File: src/rtl/seq_det_pkg.sv
// Shared types for the parametrised serial pattern detector.
package seq_det_pkg;
  localparam int ST_W = 2;

  typedef enum logic [ST_W-1:0] {
    ST_IDLE = 2'd0,
    ST_FILL = 2'd1,
    ST_HUNT = 2'd2
  } state_e;
endpackage

File: src/rtl/seq_det_cmp.sv
// Masked compare of the next history word against the loaded pattern.
module seq_det_cmp #(
  parameter int SEQ_LEN = 7
) (
  input  logic [SEQ_LEN-1:0] nhist,
  input  logic [SEQ_LEN-1:0] pattern,
  input  logic [SEQ_LEN-1:0] mask,
  output logic               hit
);
  assign hit = ~|((nhist ^ pattern) & mask);
endmodule

File: src/rtl/seq_det_param.sv
// Serial bit-pattern detector with loadable pattern/mask, overlap mode,
// fill tracking and a saturating match counter.
import seq_det_pkg::*;

module seq_det_param #(
  parameter int                 SEQ_LEN = 7,
  parameter logic [SEQ_LEN-1:0] SEQ     = 7'b1110010,
  parameter logic               OVERLAP = 1'b1,
  parameter int                 CNT_W   = 8
) (
  input  logic               clk,
  input  logic               reset,
  input  logic               en,
  input  logic               in_valid,
  input  logic               in,
  input  logic               cfg_load,
  input  logic [SEQ_LEN-1:0] cfg_pattern,
  input  logic [SEQ_LEN-1:0] cfg_mask,
  input  logic               cfg_overlap,
  input  logic               cnt_clr,
  output logic               out,
  output logic [CNT_W-1:0]   match_cnt,
  output logic [ST_W-1:0]    state
);
  localparam int                FILL_W    = $clog2(SEQ_LEN + 1);
  localparam logic [FILL_W-1:0] FILL_MAX  = FILL_W'(SEQ_LEN);
  localparam logic [FILL_W-1:0] FILL_LAST = FILL_W'(SEQ_LEN - 1);

  logic [SEQ_LEN-1:0] hist_q, hist_d;
  logic [SEQ_LEN-1:0] pat_q, pat_d;
  logic [SEQ_LEN-1:0] mask_q, mask_d;
  logic               ovl_q, ovl_d;
  logic [FILL_W-1:0]  fill_q, fill_d;
  logic               out_q, out_d;
  logic [CNT_W-1:0]   cnt_q, cnt_d;
  state_e             state_q, state_d;

  logic               accept;
  logic               hit;
  logic               match;
  logic [SEQ_LEN-1:0] nhist;

  assign accept = en & in_valid & ~cfg_load;
  assign nhist  = {hist_q[SEQ_LEN-2:0], in};
  assign match  = accept & (fill_q >= FILL_LAST) & hit;

  seq_det_cmp #(.SEQ_LEN(SEQ_LEN)) u_cmp (
    .nhist   (nhist),
    .pattern (pat_q),
    .mask    (mask_q),
    .hit     (hit)
  );

  always_comb begin
    hist_d  = hist_q;
    pat_d   = pat_q;
    mask_d  = mask_q;
    ovl_d   = ovl_q;
    fill_d  = fill_q;
    out_d   = 1'b0;
    cnt_d   = cnt_q;
    state_d = state_q;

    if (cfg_load) begin
      pat_d  = cfg_pattern;
      mask_d = cfg_mask;
      ovl_d  = cfg_overlap;
      hist_d = '0;
      fill_d = '0;
    end

    if (!en) begin
      hist_d = '0;
      fill_d = '0;
    end else if (accept) begin
      hist_d = nhist;
      if (fill_q != FILL_MAX) fill_d = fill_q + 1'b1;
      if (match) begin
        out_d = 1'b1;
        // Non-overlap: the matched bits cannot be reused by the next match.
        if (!ovl_q) begin
          hist_d = '0;
          fill_d = '0;
        end
      end
    end

    if (match && (cnt_q != {CNT_W{1'b1}})) cnt_d = cnt_q + 1'b1;
    if (cnt_clr) cnt_d = '0;

    case (state_q)
      ST_IDLE: if (en) state_d = ST_FILL;
      ST_FILL: if (accept && (fill_q == FILL_LAST) && !(match && !ovl_q)) state_d = ST_HUNT;
      ST_HUNT: if (match && !ovl_q) state_d = ST_FILL;
      default: state_d = ST_IDLE;
    endcase
    if (cfg_load) state_d = ST_FILL;
    if (!en)      state_d = ST_IDLE;
  end

  always_ff @(posedge clk) begin
    if (reset) begin
      hist_q  <= '0;
      pat_q   <= SEQ;
      mask_q  <= '1;
      ovl_q   <= OVERLAP;
      fill_q  <= '0;
      out_q   <= 1'b0;
      cnt_q   <= '0;
      state_q <= ST_IDLE;
    end else begin
      hist_q  <= hist_d;
      pat_q   <= pat_d;
      mask_q  <= mask_d;
      ovl_q   <= ovl_d;
      fill_q  <= fill_d;
      out_q   <= out_d;
      cnt_q   <= cnt_d;
      state_q <= state_d;
    end
  end

  assign out       = out_q;
  assign match_cnt = cnt_q;
  assign state     = state_q;
endmodule
File: config.mk
export PLATFORM = sky130hd
export DESIGN_NAME = seq_det_param
export DESIGN_NICKNAME = d
export VERILOG_FILES = /design/src/rtl/seq_det_pkg.sv /design/src/rtl/seq_det_cmp.sv /design/src/rtl/seq_det_param.sv
export SDC_FILE = /design/constraint.sdc
export NUM_CORES = 1
export LEC_CHECK = 0
export CORE_MARGIN = 1
export CORE_UTILIZATION = 50
export CTS_BUF_LIST = sky130_fd_sc_hd__clkbuf_8 sky130_fd_sc_hd__clkbuf_16
export CTS_CLUSTER_SIZE = 8
export DETAILED_ROUTE_END_ITERATION = 7
export MAX_ROUTING_LAYER = met4
export PLACE_DENSITY = 0.82
export SLEW_MARGIN = 10
export SYNTH_ARGS = -nofsm -noshare
export SYNTH_HDL_FRONTEND = slang
export SYNTH_SLANG_ARGS = --single-unit
File: constraint.sdc
create_clock -name clk -period 2.52 [get_ports clk]
set_clock_uncertainty 0.2 [all_clocks]
set_input_delay 0.504 -clock clk [delete_from_list [all_inputs] [get_ports clk]]
set_output_delay 0.504 -clock clk [all_outputs]
set_load 0.05 [all_outputs]
## After elaboration in Yosys (flattened, before gate mapping)

Cells that the tools add are included.
Widths: inputs -> output; s select.

- Bits in registers: 35
- Input bits: 22
- Logic and storage cells: 60

- Add/sub/neg operators: 2
- Order comparisons: 1
- Eq/ne operators: 9
- Muxes and demuxes: 14
- Bitwise operators: 9
- Reduce and logical (&&, ||, !) cells: 16

Operators by type and width:

| kind | count |
|---|---|
| $mux 6 | 4 |
| $mux 3 | 5 |
| $ne 3x3->1 const B | 3 |
| $add 8x1->8 const B | 1 |
| $ne 8x8->1 const B | 1 |
| $and 7x7->7 | 1 |
| $reduce_or 7->1 | 1 |
| $xor 7x7->7 | 1 |
| $pmux 2 s3 | 1 |
| $reduce_or 3->1 | 2 |
| $and 1x1->1 | 4 |
| $logic_and 1x1->1 | 4 |
| $mux 2 | 2 |
| $ne 2x2->1 const B | 2 |
| $reduce_and 2->1 | 2 |
| $reduce_or 2->1 | 2 |
| $add 3x1->3 const B | 1 |
| $eq 3x3->1 const B | 1 |
| $ge 3x3->1 const B | 1 |
| $logic_not 1->1 | 3 |
| $not 1->1 | 3 |
| $eq 2x1->1 const B | 1 |
| $eq 2x2->1 const B | 1 |
| $logic_not 2->1 | 1 |
| 2 further kinds | 3 |

## Longest topological paths before layout

Gate-level depths: netlist of run 1.

- Word-level depth: 11
- Gate-level depth with buffers: 8
- Gate-level depth less buffers: 6

## By module

A second synthesis of run 1 with hierarchy kept.

- Cell total of the unflattened synthesis: 163
- Area, all modules: 1534.0 sq um

By module, submodules not included:

| module | times used | cells each | area an instance (sq um) | seq. area each (sq um) |
|---|---|---|---|---|
| seq_det_param | 1 | 152 | 1441.4 | 700.7 |
| seq_det_cmp | 1 | 11 | 92.6 | 0.0 |

## Worst setup path after synthesis of run 1

Ideal clock, no wire load.

- Path kind: register to register
- Start point: reg cnt_q[0] (netlist: match_cnt[0])
- End point: reg cnt_q[5] (netlist: match_cnt[5])
- Data arrival time: 1.761 ns
- Data required time: 2.250 ns
- Setup slack: 0.489 ns
- Cell stages (with the launch flop): 7
- Cells stage by stage: dfxtp_1 > ha_1 > nand4_1 > nand3_2 > buf_6 > or4_1 > a21oi_1

- Word-level cells in the longest chain between the ends: 2

RTL lines:

| what | RTL line | source |
|---|---|---|
| from (decl) | seq_det_param.sv:35 | `logic [CNT_W-1:0] cnt_q, cnt_d;` |
| from (signal assigned) | seq_det_param.sv:118 | `cnt_q <= cnt_d;` |
| branches (longest 2 deep; another with $add 8x1->8) | - |  |

Parallel ways; which one is timed is not known.
A chain may end at the register's enable or synchronous reset.

## Worst setup path in the final report of run 1

- Start point: in in_valid
- End point: reg cnt_q[5] (netlist: match_cnt[5])

- Word-level cells in the longest chain between the ends: 5

RTL lines:

| what | RTL line | source |
|---|---|---|
| from (decl) | seq_det_param.sv:14 | `input logic in_valid,` |
| $and 1x1->1 (2 in a row) | seq_det_param.sv:43 | `assign accept = en & in_valid & ~cfg_load;` |
| $and 1x1->1 (2 in a row) | seq_det_param.sv:45 | `assign match = accept & (fill_q >= FILL_LAST) & hit;` |
| $logic_and 1x1->1 | seq_det_param.sv:88 | `if (match && (cnt_q != {CNT_W{1'b1}})) cnt_d = cnt_q + 1'b1;` |

No other way between the ends.

==> flow_metrics.py, run 1 <==
metrics = {
    "placement": {
        "placed_cell_area_um2": 2023,
        "placedCellCount": 246,
        "port_buffers": 32,
        "place.gp.congestion": 0.8425,
        "place_ws_ns": -0.07645,
        "dp_hpwl_um": 2378,
    },
    "floorplanning": {
        "design.core.area_um2": 3078,
        "die_x_um": 59.39,
        "rows": 20,
        "chipHeight_um": 59.39,
        "start_util_pct": 53.50,
        "dieArea_um2": 3527,
        "io_pins": 33,
    },
    "clock_network": {
        "cts_resized": 0,
        "htreeDepth": 2,
        "cts_sinks": 35,
        "cts.path.max_buffers": 2,
        "postCtsHoldBufs": 0,
        "insertion_delay_ns": 0.28,
        "cts_inserted_buffers": 5,
        "cts_tree": "yes",
        "cts_root_buffer": "clkbuf_8",
        "cts_setup_buffers": 0,
        "clk_transition_reported_paths_ns": 0.07,
    },
    "detailed_routing": {
        "via_per_inst": 5.595,
        "routed_wl_um": 3242,
        "first_pass_iters": 4,
        "routedWlPerCell_um": 12.87,
        "vias": 1410,
        "drc": 0,
        "detail-route-antenna-nets": 0,
        "drt-initial-drc-count": 59,
    },
    "timing": {
        "finalSetupTns_ns": 0,
        "finalCritPeriodShare_pct": 91.40,
        "hold_viol": 0,
        "max_freq_mhz": 434.1,
        "layout_min_cycle_time_ns": 2.303,
        "setup_ws_ns": 0.2166,
        "rsz0062_at_grt": "false",
        "tightestPinTransition_ns": 0.6553,
        "finalMaxSlewViolations": 0,
        "setup_viol": 0,
        "slew_headroom_pct": 56.15,
    },
    "critical_path": {
        "critPathLaunch": "in_valid",
        "rr_startpoint": "fill_q[0]",
        "cp.required_ns": 2.53,
        "critical_path.max_stage_delay_ns": 0.56,
        "crit_slowest_cell": "or4_1",
        "rrSetupSlack_ns": 0.55,
        "cp-start-kind": "primary input",
        "cp_cell_sequence": "clkdlybuf4s50_1 > and4b_1 > o21a_1 > nand3_1 > or4_1 > a21oi_1",
        "timing.rr.end": "fill_q[1]",
        "worstPathArrival_ns": 2.32,
        "r2r_cells": 7,
        "endpoint": "match_cnt[5]",
        "endpoint_kind": "flip-flop",
        "crit_fanout": 8,
        "worstSetupPathType": "primary input to flip-flop",
    },
    "power": {
        "power_density_nw_per_um2": 508.8,
        "irDropWorstVdd_mv": 0.2757,
        "leakage_nw": 0.7674,
    },
    "global_routing": {
        "gr-total-overflow": 0,
        "antenna_found_initial": 0,
        "grt_max_degree": 31,
        "grt_pass1_wl_um": 5651,
        "grt_pass1_vias": 1320,
        "grt.total_usage_pct": 22.04,
    },
    "status": {
        "status": "finished clean",
    },
    "finish": {
        "area_delta_synth_final_pct": 27.28,
        "fin_area_um2": 2096,
        "final_cell_mix": "35 x dfxtp_1, 32 x clkdlybuf4s50_1, 13 x nor2b_1",
        "fin_nets": 235,
        "final_layout_size_suffix_gt1_share_pct": 10.10,
        "n_antenna_cell": 0,
        "layoutNonFillerInstCount": 252,
        "fin_util_pct": 68.09,
        "nFillCells": 257,
        "final_common_cell": "dfxtp_1",
    },
    "synthesis": {
        "yosysTopAreaCell": "dfxtp_1",
        "ys_seq_area_share_pct": 42.55,
        "syn_area_um2": 1647,
        "syn_area_per_cell_um2": 9.463,
        "synth_cell_types": 40,
        "yosysTopAreaCellShare_pct": 42.55,
        "synthTopCellsByArea": "dfxtp_1 43%, a211o_1 6.4%, nor2b_1 4.9%",
        "yosys_warnings": 0,
        "async_reset_ff_share_pct": 0,
        "synth_edf_count": 0,
        "synth_ff_type": "dfxtp_1",
        "ys_ff_latch": 35,
        "synth_nets": 200,
        "synthCells": 174,
    },
    "min_path": {
        "worstHoldPathType": "flip-flop to flip-flop",
        "min_from": "hist_q[0]",
    },
    "flow_run": {
        "cap_violations": 0,
    },
}
-- layer usage --
metal  part of all wire, %  vias up  track usage (%)  wire length (um)
met5                     0        -                -                 0
met1                    48      668            26.44              1547
met4                   1.3        0            8.163                42
met3                   3.7        6            4.585               121
met2                    47       33            36.28              1531
li1                      -      703                -                 -
-- how the worst min path moves through the flow --
stage | end | cells after the start
after global placement | match_cnt[5] | 2
after global routing | pat_q[3] | 2
final | hist_q[1] | 2
after detailed placement | hist_q[5] | 2
after floorplan | hist_q[1] | 2
after CTS | match_cnt[5] | 2
-- logic make-up (layout without fill, tap and decap cells) --
family | Yosys count | count (layout) | synth area share (%)
xor+xnor | 8 | 8 | 4.255
buf+inv | 14 | 48 | 3.799
simple gates | 68 | 68 | 24.62
fa+ha+maj | 4 | 4 | 3.040
flops | 35 | 35 | 42.55
mux | 5 | 5 | 3.116
compound gates | 40 | 40 | 18.62
-- layout make-up --
| cell class | instances | area, um2 | area share, % |
|---|---|---|---|
| Timing Repair Buffer | 39 | 372.9 | 17.79 |
| Multi-Input combinational cell | 125 | 883.3 | 42.15 |
| Inverter | 3 | 11.26 | 0.5373 |
| Sequential cell | 35 | 700.7 | 33.43 |
| Clock buffer | 5 | 68.82 | 3.284 |
| Tap cell | 44 | 55.05 | 2.627 |
| Clock inverter | 1 | 3.754 | 0.1791 |
-- registers in the layout, indices dropped and copies added (netlist names) --
name / count
hist_q: 6
pat_q: 7
ovl_q: 1
state: 2
match_cnt: 8
mask_q: 7
out: 1
fill_q: 3
-- worst max-delay path, delay by kind of cell --
kind / cells / cell delay, ns
compound gates: 2 / 0.30
buf+inv: 1 / 0.50
simple gates: 3 / 1.02
-- Yosys cell counts, drive strengths merged (2+ instances only) --
library cell   n
nand4          3
mux2i          4
xor2           7
nand3b         6
nand2          5
o21ai          8
or4            4
dfxtp         35
or2            3
a211o         12
clkbuf         6
ha             4
nor2b         13
nand3         12
a22oi          3
nor2           8
inv            3
a211oi         2
nor3           6
buf            5
a21oi          7
and4           2
o31ai          4
-- stage by stage --
step           hold slack (ns)  power, mW
2_1_floorplan           0.2715     0.6707
3_3_place_gp            0.2792     0.7176
3_5_place_dp            0.2951     0.7212
4_1_cts                 0.3095      1.076
5_1_grt                 0.3427      1.119
6_report                0.3066      1.066
-- power by group --
part / leakage [nW] / internal [mW] / switching [mW]
Sequential: 0.286 / 0.572 / 0.0126
Clock: 0.0413 / 0.180 / 0.178
Combinational: 0.440 / 0.0698 / 0.0546
Total: 0.767 / 0.821 / 0.245
No activity file was read; power rests on OpenSTA's default activity.
==> run 2: changes to the inputs <==
Settings changed: GPL_ROUTABILITY_DRIVEN from default to 0, SLEW_MARGIN 10 to 20.
==> results of run 2 <==
The final DEF is identical to that of run 1; final timing and power are the same.
